## config.mk

```make
export PLATFORM = sky130hd
export DESIGN_NAME = load_store_unit
export DESIGN_NICKNAME = d
export VERILOG_FILES = /design/src/rtl/load_store_unit_pkg.sv /design/src/rtl/lsu_check.sv /design/src/rtl/load_store_unit.sv
export SDC_FILE = /design/constraint.sdc
export NUM_CORES = 1
export LEC_CHECK = 0
export CORE_MARGIN = 5
export CORE_UTILIZATION = 41
export CTS_CLUSTER_SIZE = 28
export DETAILED_ROUTE_END_ITERATION = 10
export PLACE_DENSITY = 0.77
export SLEW_MARGIN = 20
export SYNTH_ARGS = -nofsm -noshare
export SYNTH_HDL_FRONTEND = slang
export SYNTH_SLANG_ARGS = --single-unit
```

## constraint.sdc

```tcl
create_clock -name clk -period 2.49 [get_ports clk]
set_input_delay 0.498 -clock clk [delete_from_list [all_inputs] [get_ports clk]]
set_output_delay 0.498 -clock clk [all_outputs]
set_load 0.005 [all_outputs]
```

## src/rtl/load_store_unit_pkg.sv

```systemverilog
// rtl/load_store_unit_pkg.sv - shared size codes, fault codes, FSM states and load extension helper
package load_store_unit_pkg;

    localparam logic [2:0] SZ_B  = 3'd0;
    localparam logic [2:0] SZ_H  = 3'd1;
    localparam logic [2:0] SZ_W  = 3'd2;
    localparam logic [2:0] SZ_BU = 3'd4;
    localparam logic [2:0] SZ_HU = 3'd5;

    typedef enum logic [1:0] {
        FLT_NONE  = 2'b00,
        FLT_MISAL = 2'b01,
        FLT_ILLSZ = 2'b10,
        FLT_RANGE = 2'b11
    } fault_e;

    typedef enum logic {
        IDLE = 1'b0,
        WAIT = 1'b1
    } state_e;

    // Memory returns the addressed sub-word right-justified; widen it to 32 bits per size code.
    function automatic logic [31:0] load_extend(input logic [31:0] raw, input logic [2:0] size);
        logic [31:0] res;
        case (size)
            SZ_B:    res = {{24{raw[7]}}, raw[7:0]};
            SZ_H:    res = {{16{raw[15]}}, raw[15:0]};
            SZ_BU:   res = {24'd0, raw[7:0]};
            SZ_HU:   res = {16'd0, raw[15:0]};
            default: res = raw;
        endcase
        return res;
    endfunction

endpackage

```

## src/rtl/lsu_check.sv

```systemverilog
// rtl/lsu_check.sv - combinational size/range/alignment decode to a fault code
module lsu_check
    import load_store_unit_pkg::*;
#(
    parameter int unsigned MEM_BYTES = 256
) (
    input  logic        we,
    input  logic [2:0]  size,
    input  logic [31:0] addr,
    output fault_e      fault
);

    logic illegal;
    logic out_of_range;
    logic misaligned;

    // Illegal size outranks range, range outranks alignment.
    always_comb begin
        illegal      = 1'b0;
        out_of_range = 1'b0;
        misaligned   = 1'b0;
        fault        = FLT_NONE;

        case (size)
            SZ_B, SZ_H, SZ_W: illegal = 1'b0;
            SZ_BU, SZ_HU:     illegal = we;      // unsigned variants only exist for loads
            default:          illegal = 1'b1;
        endcase

        out_of_range = (addr >= MEM_BYTES);

        // Halfwords may straddle within a word; only offset 3 crosses the word boundary.
        misaligned = (((size == SZ_H) || (size == SZ_HU)) && (addr[1:0] == 2'b11))
                   || ((size == SZ_W) && (addr[1:0] != 2'b00));

        if (illegal)
            fault = FLT_ILLSZ;
        else if (out_of_range)
            fault = FLT_RANGE;
        else if (misaligned)
            fault = FLT_MISAL;
    end

endmodule

```

## src/rtl/load_store_unit.sv

```systemverilog
// rtl/load_store_unit.sv - core-side load/store front end to the data memory
module load_store_unit
    import load_store_unit_pkg::*;
#(
    parameter int unsigned MEM_LAT   = 1,
    parameter int unsigned MEM_BYTES = 256
) (
    input  logic        clk,
    input  logic        rst_n,
    input  logic        core_req_i,
    input  logic        core_we_i,
    input  logic [2:0]  core_size_i,
    input  logic [31:0] core_addr_i,
    input  logic [31:0] core_wd_i,
    output logic        core_stall_o,
    output logic [31:0] core_rd_o,
    output logic [1:0]  core_fault_o,
    output logic        mem_we_o,
    output logic [2:0]  mem_size_o,
    output logic [31:0] mem_addr_o,
    output logic [31:0] mem_wd_o,
    input  logic [31:0] mem_rd_i,
    output logic [15:0] ld_cnt_o,
    output logic [15:0] st_cnt_o
);

    localparam logic [1:0] LAT_LOAD = 2'(MEM_LAT);

    state_e      state_q, state_d;
    logic [1:0]  lat_cnt_q, lat_cnt_d;
    logic [31:0] addr_q, addr_d;
    logic [2:0]  size_q, size_d;
    logic [31:0] rdata_q, rdata_d;
    logic [15:0] ld_cnt_q, st_cnt_q;
    logic        ld_inc, st_inc;
    fault_e      chk_fault;
    logic [31:0] ld_ext;

    lsu_check #(
        .MEM_BYTES (MEM_BYTES)
    ) u_check (
        .we    (core_we_i),
        .size  (core_size_i),
        .addr  (core_addr_i),
        .fault (chk_fault)
    );

    assign ld_ext   = load_extend(mem_rd_i, size_q);
    assign ld_cnt_o = ld_cnt_q;
    assign st_cnt_o = st_cnt_q;

    // State, latched load context and saturating op counters.
    always_ff @(posedge clk or negedge rst_n) begin
        if (!rst_n) begin
            state_q   <= IDLE;
            lat_cnt_q <= 2'd0;
            addr_q    <= 32'd0;
            size_q    <= 3'd0;
            rdata_q   <= 32'd0;
            ld_cnt_q  <= 16'd0;
            st_cnt_q  <= 16'd0;
        end else begin
            state_q   <= state_d;
            lat_cnt_q <= lat_cnt_d;
            addr_q    <= addr_d;
            size_q    <= size_d;
            rdata_q   <= rdata_d;
            if (ld_inc && (ld_cnt_q != 16'hFFFF))
                ld_cnt_q <= ld_cnt_q + 16'd1;
            if (st_inc && (st_cnt_q != 16'hFFFF))
                st_cnt_q <= st_cnt_q + 16'd1;
        end
    end

    // Next-state and memory/core port drive; memory port is quiet unless an access is legal.
    always_comb begin
        state_d      = state_q;
        lat_cnt_d    = lat_cnt_q;
        addr_d       = addr_q;
        size_d       = size_q;
        rdata_d      = rdata_q;
        ld_inc       = 1'b0;
        st_inc       = 1'b0;
        core_stall_o = 1'b0;
        core_rd_o    = rdata_q;
        core_fault_o = FLT_NONE;
        mem_we_o     = 1'b0;
        mem_size_o   = 3'd0;
        mem_addr_o   = 32'd0;
        mem_wd_o     = 32'd0;

        case (state_q)
            IDLE: begin
                if (core_req_i) begin
                    if (chk_fault != FLT_NONE) begin
                        core_fault_o = chk_fault;
                    end else if (core_we_i) begin
                        mem_we_o   = 1'b1;
                        mem_size_o = core_size_i;
                        mem_addr_o = core_addr_i;
                        mem_wd_o   = core_wd_i;
                        st_inc     = 1'b1;
                    end else begin
                        mem_size_o   = core_size_i;
                        mem_addr_o   = core_addr_i;
                        core_stall_o = 1'b1;
                        addr_d       = core_addr_i;
                        size_d       = core_size_i;
                        lat_cnt_d    = LAT_LOAD;
                        state_d      = WAIT;
                    end
                end
            end
            WAIT: begin
                // Request inputs are ignored here: the core holds the load until stall drops.
                mem_size_o = size_q;
                mem_addr_o = addr_q;
                lat_cnt_d  = lat_cnt_q - 2'd1;
                if (lat_cnt_q > 2'd1) begin
                    core_stall_o = 1'b1;
                end else begin
                    core_rd_o = ld_ext;
                    rdata_d   = ld_ext;
                    ld_inc    = 1'b1;
                    state_d   = IDLE;
                end
            end
            default: state_d = IDLE;
        endcase
    end

endmodule

```

After elaboration in Yosys (flattened, before gate mapping)

Index checks and enable logic that the tools add are counted.

Latch bits: 0
Flip-flop bits (word level): 102
Output and inout bits: 135
Logic and storage cells: 77
Memory bits (read-only): 0
Memories: 0
Memory bits (writable): 0
Input port bits: 103

Reduce and logical (&&, ||, !) cells: 14
$mul: 0
Shift-type cells: 0
Order comparisons: 2
Eq/ne operators: 13
Add/sub/neg operators: 3
Muxes and demuxes: 35
Div/mod/pow operators: 0
Bitwise operators: 3

Operators with widths:

| kind                    | number |
|---|---|
| $mux W32                | 8 |
| $pmux W32 S4            | 1 |
| $pmux W32 S2            | 1 |
| $add A16 B1 Y16 const B | 2 |
| $ge A32 B9 Y1 const B   | 1 |
| $ne A16 B16 Y1 const B  | 2 |
| $mux W2                 | 8 |
| $eq A3 B3 Y1 const B    | 4 |
| $mux W1                 | 11 |
| $eq A3 B1 Y1 const B    | 2 |
| $logic_not A3 Y1        | 2 |
| $mux W3                 | 2 |
| $ne A2 B2 Y1 const B    | 3 |
| $pmux W3 S2             | 1 |
| $logic_and A1 B1 Y1     | 4 |
| $pmux W1 S2             | 2 |
| $pmux W2 S2             | 1 |
| $reduce_and A4 Y1       | 1 |
| $reduce_bool A2 Y1      | 2 |
| $eq A3 B2 Y1 const B    | 1 |
| $not A1 Y1              | 3 |
| $reduce_and A3 Y1       | 1 |
| $reduce_or A3 Y1        | 1 |
| $eq A2 B2 Y1 const B    | 1 |
| other kinds (4)         | 5 |

Logic depth before layout (Yosys ltp)

Gate-level depths: netlist of run 1.

Word-level depth: 12
Gate-level depth with buffers: 7
Depth with buffers taken out: 7

Hierarchy

From an unflattened synthesis of run 1, not the netlist that was laid out.

Cells, all modules: 486
Area total of the unflattened synthesis: 5,064.9 um^2

By module, submodules not included:

| module          | seq. area each (um^2) | area an instance (um^2) | times used | cells each |
|---|---|---|---|---|
| load_store_unit | 2,552.4               | 4,953.5                 | 1          | 468 |
| lsu_check       | 0.0                   | 111.4                   | 1          | 18 |

Least setup slack after synthesis of run 1

Ideal clock, no wire load.

Path type: input-to-output
Start point: in core_addr_i[27]
End point: out mem_wd_o[22]
Slack: 0.184 ns
Buffers on the path: 1
Required time: 1.992 ns
Arrival time: 1.808 ns
Cell stages on the path: 5
Cell sequence: nor4_2 -> nand2_1 -> nor4_2 -> clkbuf_1 -> and2_1

Cells in the longest elaborated chain, start to end: 7

Ends and longest elaborated chain:

| item               | line                  | text |
|---|---|---|
| start: declaration | load_store_unit.sv:13 | `input logic [31:0] core_addr_i,` |
| $ge A32 B9 Y1      | lsu_check.sv:30       | `out_of_range = (addr >= MEM_BYTES);` |
| $mux W2            | lsu_check.sv:38       | `else if (out_of_range)` |
| $mux W2            | lsu_check.sv:36       | `if (illegal)` |
| $reduce_bool A2 Y1 | load_store_unit.sv:95 | `if (chk_fault != FLT_NONE) begin` |
| $mux W32           | load_store_unit.sv:95 |  |
| $mux W32           | load_store_unit.sv:94 | `if (core_req_i) begin` |
| $mux W32           | load_store_unit.sv:92 | `case (state_q)` |
| end: declaration   | load_store_unit.sv:21 | `output logic [31:0] mem_wd_o,` |

No other way between the ends.

Worst setup path in the final report of run 1

Start point: reg state_q
End point: out mem_wd_o[12]

Cells in the longest elaborated chain, start to end: 1

Ends and longest elaborated chain:

| item                     | line                  | text |
|---|---|---|
| start: declaration       | load_store_unit.sv:29 | `state_e state_q, state_d;` |
| start signal: assignment | load_store_unit.sv:63 | `state_q <= state_d;` |
| $mux W32                 | load_store_unit.sv:92 |  |

No other way between the ends.

==> results of run 1 <==
## layout by cell type (no fill, tap or decap), drive strengths merged, types with 2 or more instances in the layout
master	instances
xor2	6
nor2	33
nand3	13
dfrtp	102
a21oi	21
ha	3
a31oi	9
clkdlybuf4s50	125
a211oi	2
inv	6
clkdlybuf4s15	6
clkbuf	16
buf	258
and3	11
nand2	56
and2	60
nor3b	2
a21boi	2
nor2b	25
or4bb	2
xnor2	23
clkinv	3
dlygate4sd2	3
o21ai	9
nand4	11
and4	3
mux2	13
nor4	10
nor3	3
a22o	11
## where the power goes
part	switching, mW	internal, mW	total [mW]
sequential	0.00610	1.67	1.68
combinational	0.148	0.214	0.361
clock	0.610	0.810	1.42
## state kept, by name, summed over array words and instances, names as in the netlist
signal / count
rdata_q: 32
state_q: 1
st_cnt_o: 16
lat_cnt_q: 2
size_q: 3
addr_q: 32
ld_cnt_o: 16
## what timing repair did
action	CTS	global route
buffers inserted	78	38
cloned	8	1
pin swaps	34	47
gates resized for setup	494	138
endpoints found under the setup margin	79	81
## metal layers
layer,GRT usage (%),vias to the layer above
met5,0,-
met2,45.32,227
met4,9.709,0
met3,7.163,53
met1,27.81,2496
li1,-,2350
## cell families after synthesis
group	count (synthesis)	share of synthesized area, %
XOR/XNOR	29	5.263
AO/OA/AOI/OAI	58	7.545
flip-flops	102	52.89
AND/OR/NAND/NOR	232	27.38
buffers and inverters	28	2.437
adder cells (fa/ha/maj)	3	0.7779
multiplexers	14	3.708
## final timing paths
path / to / startpoint
worst max-delay path: mem_wd_o[12] / state_q$_DFF_PN0_
worst min-delay path: addr_q[25]$_DFFE_PN0P_ / rst_n
worst max register to register: rdata_q[21]$_DFF_PN0_ / lat_cnt_q[1]$_DFFE_PN0P_
worst min register to register: addr_q[15]$_DFFE_PN0P_ / addr_q[15]$_DFFE_PN0P_
max in group asynchronous: rdata_q[14]$_DFF_PN0_ / rst_n
min in group clk: addr_q[15]$_DFFE_PN0P_ / addr_q[15]$_DFFE_PN0P_
## critical path: stages (launching register included)
cell     delay, ns
dfrtp_1       0.40
buf_6         0.13
and3b_2       0.27
nand2_4       0.06
nor4_4        0.30
buf_4         0.19
buf_8         0.12
buf_6         0.11
buf_6         0.09
and2_4        0.13
buf_6         0.09
## area by class of cell
| cell class | count | area (µm²) |
|---|---|---|
| tap | 143 | 178.9 |
| clock buffer | 11 | 242.7 |
| fill | 652 | 2171 |
| antenna | 1 | 2.502 |
| clock inverter | 5 | 57.56 |
| inverter | 5 | 21.27 |
| multi-input combinational | 336 | 2613 |
| sequential | 102 | 2552 |
| timing repair buffer | 398 | 3628 |
==> results_dict.tcl, run 1 <==
set metrics [dict create \
    crit_path_start_kind "flip-flop" \
    drtIter0Drc 328 \
    start_util_pct 42.08 \
    grt_pass1_wl_um 28520 \
    syn2layout_area_growth_pct 92.64 \
    dieArea_um2 14040 \
    clk_pin_slew_ns 0.07 \
    grt_max_degree 44 \
    cts_buffer_depth 2 \
    pre_cts_ws_ns -0.8975 \
    row_count 39 \
    wl_met2_um 10960 \
    grt_pass1_vias 5473 \
    slew_headroom_pct 62.21 \
    antenna_left 0 \
    cts_buffers 9 \
    synth-warning-count 0 \
    period_share_pct 109.7 \
    syn-instance-count 466 \
    skew_ns 0.004924 \
    clk_latency_ns 0.33 \
    power_mw 3.457 \
    final_util_pct 81.07 \
    power_density_nw_per_um2 371.8 \
    topRoutingLayerUsed "met4" \
    synthFlopType "dfrtp_1" \
    syn_area_um2 4826 \
    reg2reg_setup_slack_ns -0.04 \
    min_period_ns 2.731 \
    routed_wl_um 20260 \
    antenna_found_initial 1 \
    reg2reg_depth 19 \
    core_area_um2 11470 \
    pin_count 238 \
    whs_ns 0.1499 \
    finalMaxSlewViolations 0 \
    ys_seq_elements 102 \
    stdcell_count 1001 \
    crit_required_ns 1.99 \
    wl_per_cell_um 20.24 \
    run_status "finished with violations" \
    failed_checks "setup timing" \
    cp_max_fo 5 \
    grt_usage_pct 25.08 \
    fin_tns_setup_ns -6.535 \
    synth_top_area_share_pct 52.89 \
    htree_num_levels 3 \
    hold_viol 0 \
    drc 0 \
    firstDrtPassIters 5 \
    synthTopCellsByArea "dfrtp_1 53%, and2_1 7.8%, nand2_1 4.4%" \
    cp-end-kind "primary output" \
    cellLeakagePower_nw 4.371 \
    place_area_um2 7766 \
    hold_class "primary input to asynchronous set/reset pin" \
    arrival_ns 2.23 \
    route.met3.wl_um 1411 \
    synth_cell_type_count 41 \
    synth_common_cells "102 x dfrtp_1, 60 x and2_1, 56 x nand2_1" \
    layout_setup_ws_ns -0.2412 \
    cts-root-buf "clkbuf_16" \
    tightestPinTransition_ns 0.5668 \
    setup_violations 52 \
    dieHeight_um 118.5 \
    portBuffers 237 \
    syn-num-nets 572 \
    gp_congestion 0.8367 \
    synth_most_common_cell "dfrtp_1" \
    drt-met1-wl_um 7184 \
    cts_hold_buf 0 \
    drive_above_1_share_pct 45.04 \
    fmax_mhz 366.1 \
    grt_overflow 0 \
    vias 5126 \
    finalInstanceArea_um2 9296 \
    maxCapViolCount 0 \
    synth_edf_count 0 \
    yosysSeqAreaShare_pct 52.89 \
    async_flop_share_pct 100.0 \
    vias_per_cell 5.121 \
    nNetsFinal 958 \
    path_class "flip-flop to primary output" \
    cts_tree "yes" \
    syn_avg_cell_area_um2 10.36 \
    fp.dieW_um 118.5 \
    peakVddDrop_v 0.0003184 \
    rsz0062_at_grt "true" \
    yosys.area.top_type "dfrtp_1" \
    dp.cells 879 \
    cts.sinks 102 \
    dp.final_hpwl_um 12220 \
]
(Power assumes the default switching activity.)
==> inputs of run 2 (changes only) <==
- CORE_UTILIZATION: 41 -> 42
- CTS_BUF_LIST: not set -> sky130_fd_sc_hd__clkbuf_4 sky130_fd_sc_hd__clkbuf_8
- PLACE_DENSITY: 0.77 -> 0.79
==> results_dict.tcl, run 2 (synthesis results as in run 1) <==
set metrics [dict create \
    dieArea_um2 13730 \
    grt_overflow 0 \
    failed_checks "setup timing" \
    path_class "primary input to primary output" \
    drtIter0Drc 266 \
    wl_per_cell_um 19.44 \
    min_period_ns 2.650 \
    pin_count 238 \
    layout_setup_ws_ns -0.1600 \
    arrival_ns 2.15 \
    grt_max_degree 46 \
    layout_commonest_cell "clkdlybuf4s50_1" \
    clk_pin_slew_ns 0.08 \
    cts-root-buf "clkbuf_8" \
    run_status "finished with violations" \
    maxCapViolCount 0 \
    core_area_um2 11320 \
    portBuffers 237 \
    firstDrtPassIters 5 \
    hold_viol 0 \
    tightestPinTransition_ns 0.5945 \
    finalMaxSlewViolations 0 \
    cts_tree "yes" \
    rsz0062_at_grt "true" \
    reg_top3 "addr_q x32, rdata_q x32" \
    cts_buffer_depth 2 \
    vias_per_cell 5.151 \
    grt_usage_pct 25.43 \
    drc 0 \
    skew_ns 0.01237 \
    vias 4986 \
    dieHeight_um 117.2 \
    fp.dieW_um 117.2 \
    fmax_mhz 377.4 \
    drive_above_1_share_pct 43.81 \
    syn2layout_area_growth_pct 86.10 \
    clk_latency_ns 0.38 \
    cts_buffers 9 \
    gp_congestion 0.9101 \
    slew_headroom_pct 60.37 \
    reg2reg_depth 8 \
    whs_ns 0.1083 \
    critical_path.reg2reg.startpoint "lat_cnt_q[1]$_DFFE_PN0P_" \
    cp-end-kind "primary output" \
    period_share_pct 106.4 \
    rr_endpoint "ld_cnt_o[5]$_DFFE_PN0P_" \
    fin_tns_setup_ns -5.066 \
    cts.sinks 102 \
    start_util_pct 42.63 \
    antenna_left 0 \
    grt_pass1_vias 5189 \
    power_density_nw_per_um2 356.2 \
    row_count 39 \
    antenna_found_initial 1 \
    crit_path_start_kind "primary input" \
    nNetsFinal 925 \
    grt_pass1_wl_um 26770 \
    routed_wl_um 18820 \
    peakVddDrop_v 0.0003326 \
    cp_max_fo 4 \
    layout_common_cells "125 x clkdlybuf4s50_1, 101 x dfrtp_1, 100 x buf_4" \
    reg2reg_setup_slack_ns 0.39 \
    dp.final_hpwl_um 11980 \
    hold_class "primary input to asynchronous set/reset pin" \
    crit_required_ns 1.99 \
    cellLeakagePower_nw 4.105 \
    setup_violations 45 \
    htree_num_levels 3 \
]
[run 2: changes by cell type in the layout (fill, tap and decap cells not counted), sizes merged]
cell and change:
and3 +1, buf -37, bufinv +1, clkbuf -2, clkdlybuf4s15 +1, dlygate4sd2 +5, dlymetal6s2s -1, inv -1
[run 2: report_power, final]
group          leakage, nW  internal, mW  switching, mW
logic                 2.69         0.206          0.137
registers             1.30          1.67        0.00706
clock network        0.117         0.607          0.574
[run 2: per-layer routing]
| metal | vias to the layer above | share of wire, % | track usage (%) |
|---|---|---|---|
| met1 | 2439 | 36 | 28.89 |
| met4 | 0 | 3.2 | 11.01 |
| li1 | 2291 | - | - |
| met5 | - | 0 | 0 |
| met2 | 212 | 53 | 44.49 |
| met3 | 44 | 7.8 | 7.301 |
[run 2: per-stage QoR]
step	util (%)	cells	setup WS, ns	total power, mW	area [µm²]
3_3_place_gp	68.51	876	-0.8994	2.013	7756
3_5_place_dp	68.51	876	-0.9510	2.018	7756
5_1_grt	79.33	968	-0.2641	3.314	8981
6_report	79.33	968	-0.1600	3.199	8981
2_1_floorplan	-	466	0.1836	1.741	4826
4_1_cts	75.73	946	-0.1717	3.201	8573
[run 2: critical path, stage by stage]
cell	delay (ns)
buf_6	0.09
nor4_4	0.37
nand2_2	0.12
buf_6	0.14
nor4_4	0.29
buf_4	0.19
buf_16	0.11
buf_8	0.10
and2_4	0.14
buf_6	0.09
[run 2: final cells by class]
cell class / count / area (µm²)
Timing Repair Buffer: 364 / 3314
Multi-Input combinational cell: 337 / 2683
Sequential cell: 102 / 2554
Fill cell: 656 / 2340
Tap cell: 143 / 178.9
Clock buffer: 11 / 145.1
Clock inverter: 5 / 82.58
Inverter: 5 / 21.27
Antenna cell: 1 / 2.502
[run 2: worst max-delay path by stage]
stage	from	to	slack, ns
CTS	state_q$_DFF_PN0_	mem_wd_o[13]	-0.17
global placement	core_addr_i[24]	core_stall_o	-0.90
global route	core_addr_i[27]	mem_wd_o[29]	-0.26
floorplan	core_addr_i[27]	mem_wd_o[22]	0.18
finish	core_addr_i[24]	mem_wd_o[6]	-0.16
detailed placement	core_addr_i[26]	core_stall_o	-0.95
[run 2: repair_timing]
| action | 4_1_cts | 5_1_grt |
|---|---|---|
| hold buffers | 0 | 0 |
| setup buffers | 46 | 30 |
| cloned | 9 | 1 |
| setup endpoints to repair | 79 | 78 |
| gates resized for setup | 489 | 103 |
| pin swaps | 54 | 34 |
==> inputs of run 3 (changes only) <==
- CORE_UTILIZATION: 42 -> 38
- PLACE_DENSITY: 0.79 -> 0.75
- clock period: 2.49 -> 2.1 ns (I/O delays scaled with it)
==> results_dict.tcl, run 3 (synthesis results as in run 1) <==
set metrics [dict create \
    cts_buffer_depth 2 \
    routed_wl_um 21050 \
    dp.cells 916 \
    grt_pass1_vias 5727 \
    dp.final_hpwl_um 12030 \
    worstHoldPathCells 2 \
    grt_max_degree 43 \
    crit_required_ns 1.68 \
    wl_per_cell_um 19.67 \
    run_status "finished with violations" \
    crit_chain "inv_2 > ha_4 > buf_6 > inv_4 > a21oi_4 > buf_12 > buf_8 > buf_6 > nor2_2 > a31oi_2 > buf_2" \
    layout_common_cells "128 x buf_4, 103 x buf_6, 102 x clkdlybuf4s50_1" \
    cpMostUsedCell "buf_6" \
    firstDrtPassIters 5 \
    arrival_ns 2.08 \
    clk_pin_slew_ns 0.10 \
    period_share_pct 119.1 \
    layout_commonest_cell "buf_4" \
    reg2reg_setup_slack_ns -0.14 \
    reg2reg_depth 15 \
    cts_buffers 9 \
    tightestPinTransition_ns 0.4753 \
    cts-root-buf "clkbuf_8" \
    place_area_um2 7951 \
    fin_tns_setup_ns -23.41 \
    regArea_um2 2554 \
    power_density_nw_per_um2 386.3 \
    cp_max_fo 4 \
    min_period_ns 2.500 \
    crit_path_start_kind "flip-flop" \
    fmax_mhz 400.0 \
    cts.sinks 102 \
    row_count 41 \
    slew_headroom_pct 68.31 \
    grt_usage_pct 25.49 \
    stdcell_count 1070 \
    path_class "flip-flop to primary output" \
    vias 5315 \
    holdPathEnd "size_q[0]$_DFFE_PN0P_" \
    htree_num_levels 3 \
    multi_input_area_um2 2809 \
    nNetsFinal 999 \
    power_mw 3.851 \
    fp.dieW_um 122.7 \
    finalInstanceArea_um2 9971 \
    finalMaxSlewViolations 0 \
    drive_above_1_share_pct 53.56 \
    grt_pass1_wl_um 29610 \
    antenna_found_initial 0 \
    maxCapViolCount 0 \
    holdCritStartpoint "core_size_i[0]" \
    portBuffers 237 \
    pin_count 238 \
    drtIter0Drc 375 \
    syn2layout_area_growth_pct 106.6 \
    skew_ns 0.01486 \
    critical_path.reg2reg.startpoint "lat_cnt_q[1]$_DFFE_PN0P_" \
    crit_path_max_incr_delay_ns 0.41 \
    grt_overflow 0 \
    cp-end-kind "primary output" \
    fill_cells 752 \
    failed_checks "setup timing" \
    dieHeight_um 122.7 \
    layout_setup_ws_ns -0.4001 \
    reg_top3 "addr_q x32, rdata_q x32" \
    drc 0 \
    peakVddDrop_v 0.0002838 \
    start_util_pct 38.55 \
    setup_violations 80 \
    hold_viol 0 \
    n_antenna_cell 0 \
    cellLeakagePower_nw 4.659 \
    hold_class "primary input to flip-flop" \
    antenna_left 0 \
    dieArea_um2 15050 \
    core_area_um2 12520 \
    rsz0062_at_grt "true" \
    cts_tree "yes" \
    rr_endpoint "rdata_q[15]$_DFF_PN0_" \
    cp_slowest_cell "dfrtp_1" \
    gp_congestion 0.8465 \
    vias_per_cell 4.967 \
    clk_latency_ns 0.37 \
]
run 3: changes by cell type in the layout (fill, tap and decap cells not counted), sizes merged:
| cell | change |
|---|---|
| diode | -1 |
| dlygate4sd2 | -5 |
| clkdlybuf4s50 | -23 |
| buf | +86 |
| inv | +1 |
| dlygate4sd3 | +1 |
| clkbuf | +9 |
| clkinv | -1 |
| clkdlybuf4s15 | +6 |
run 3: area by class of cell:
cell class / count / area share, %
clock inverters: 5 / 0.7906
inverters: 5 / 0.2133
clock buffers: 11 / 1.518
multi-input cells: 337 / 28.17
repair buffers: 438 / 41.54
well taps: 172 / 2.158
flip-flops and latches: 102 / 25.61
run 3: worst max path at each step:
stage                     to                     start  slack, ns  depth (start not counted)
2_1_floorplan  mem_addr_o[0]            core_size_i[2]      0.007                          6
3_3_place_gp     mem_wd_o[2]           core_addr_i[31]      -0.99                          8
3_5_place_dp     mem_wd_o[3]           core_addr_i[31]      -0.99                          8
4_1_cts         mem_wd_o[13]         state_q$_DFF_PN0_      -0.42                          7
5_1_grt        core_rd_o[13]  lat_cnt_q[1]$_DFFE_PN0P_      -0.48                         11
6_report       core_rd_o[12]  lat_cnt_q[1]$_DFFE_PN0P_      -0.40                         11
run 3: critical path: cells and delay by family (launching register included):
kind / cells / cell delay [ns]
AOI/OAI and AO/OA: 2 / 0.40
adders and majority gates: 1 / 0.13
buffers and inverters: 7 / 0.73
DFF: 1 / 0.41
and+or+nand+nor: 1 / 0.03
run 3: where the power goes:
| part | total (mW) | internal [mW] | switching, mW |
|---|---|---|---|
| logic | 0.456 | 0.274 | 0.182 |
| clock network | 1.41 | 0.737 | 0.669 |
| registers | 1.99 | 1.98 | 0.0118 |
run 3: stage by stage:
| stage | util, % | setup slack [ns] | hold WS [ns] |
|---|---|---|---|
| after floorplan | - | 0.007105 | 0.1244 |
| after global placement | 63.52 | -0.9926 | 0.3879 |
| after detailed placement | 63.52 | -0.9893 | 0.3947 |
| after CTS | 74.23 | -0.4187 | 0.2906 |
| after global routing | 79.66 | -0.4755 | 0.3212 |
| final | 79.66 | -0.4001 | 0.3267 |
run 3: what timing repair did:
item | CTS | global route
pin swaps | 40 | 70
endpoints found under the setup margin | 151 | 146
resized for setup | 626 | 167
gates cloned | 9 | 3
endpoints found under the hold margin | 20 | 0
setup buffers | 115 | 37
hold buffers | 1 | 0
run 3: metal layers:
layer  track usage (%)  vias up  part of all wire, %
met3             6.820       46                  6.8
met2             46.70      222                   55
li1                  -     2434                    -
met1             27.88     2613                   36
met4             9.867        0                  2.7
met5                 0        -                    0
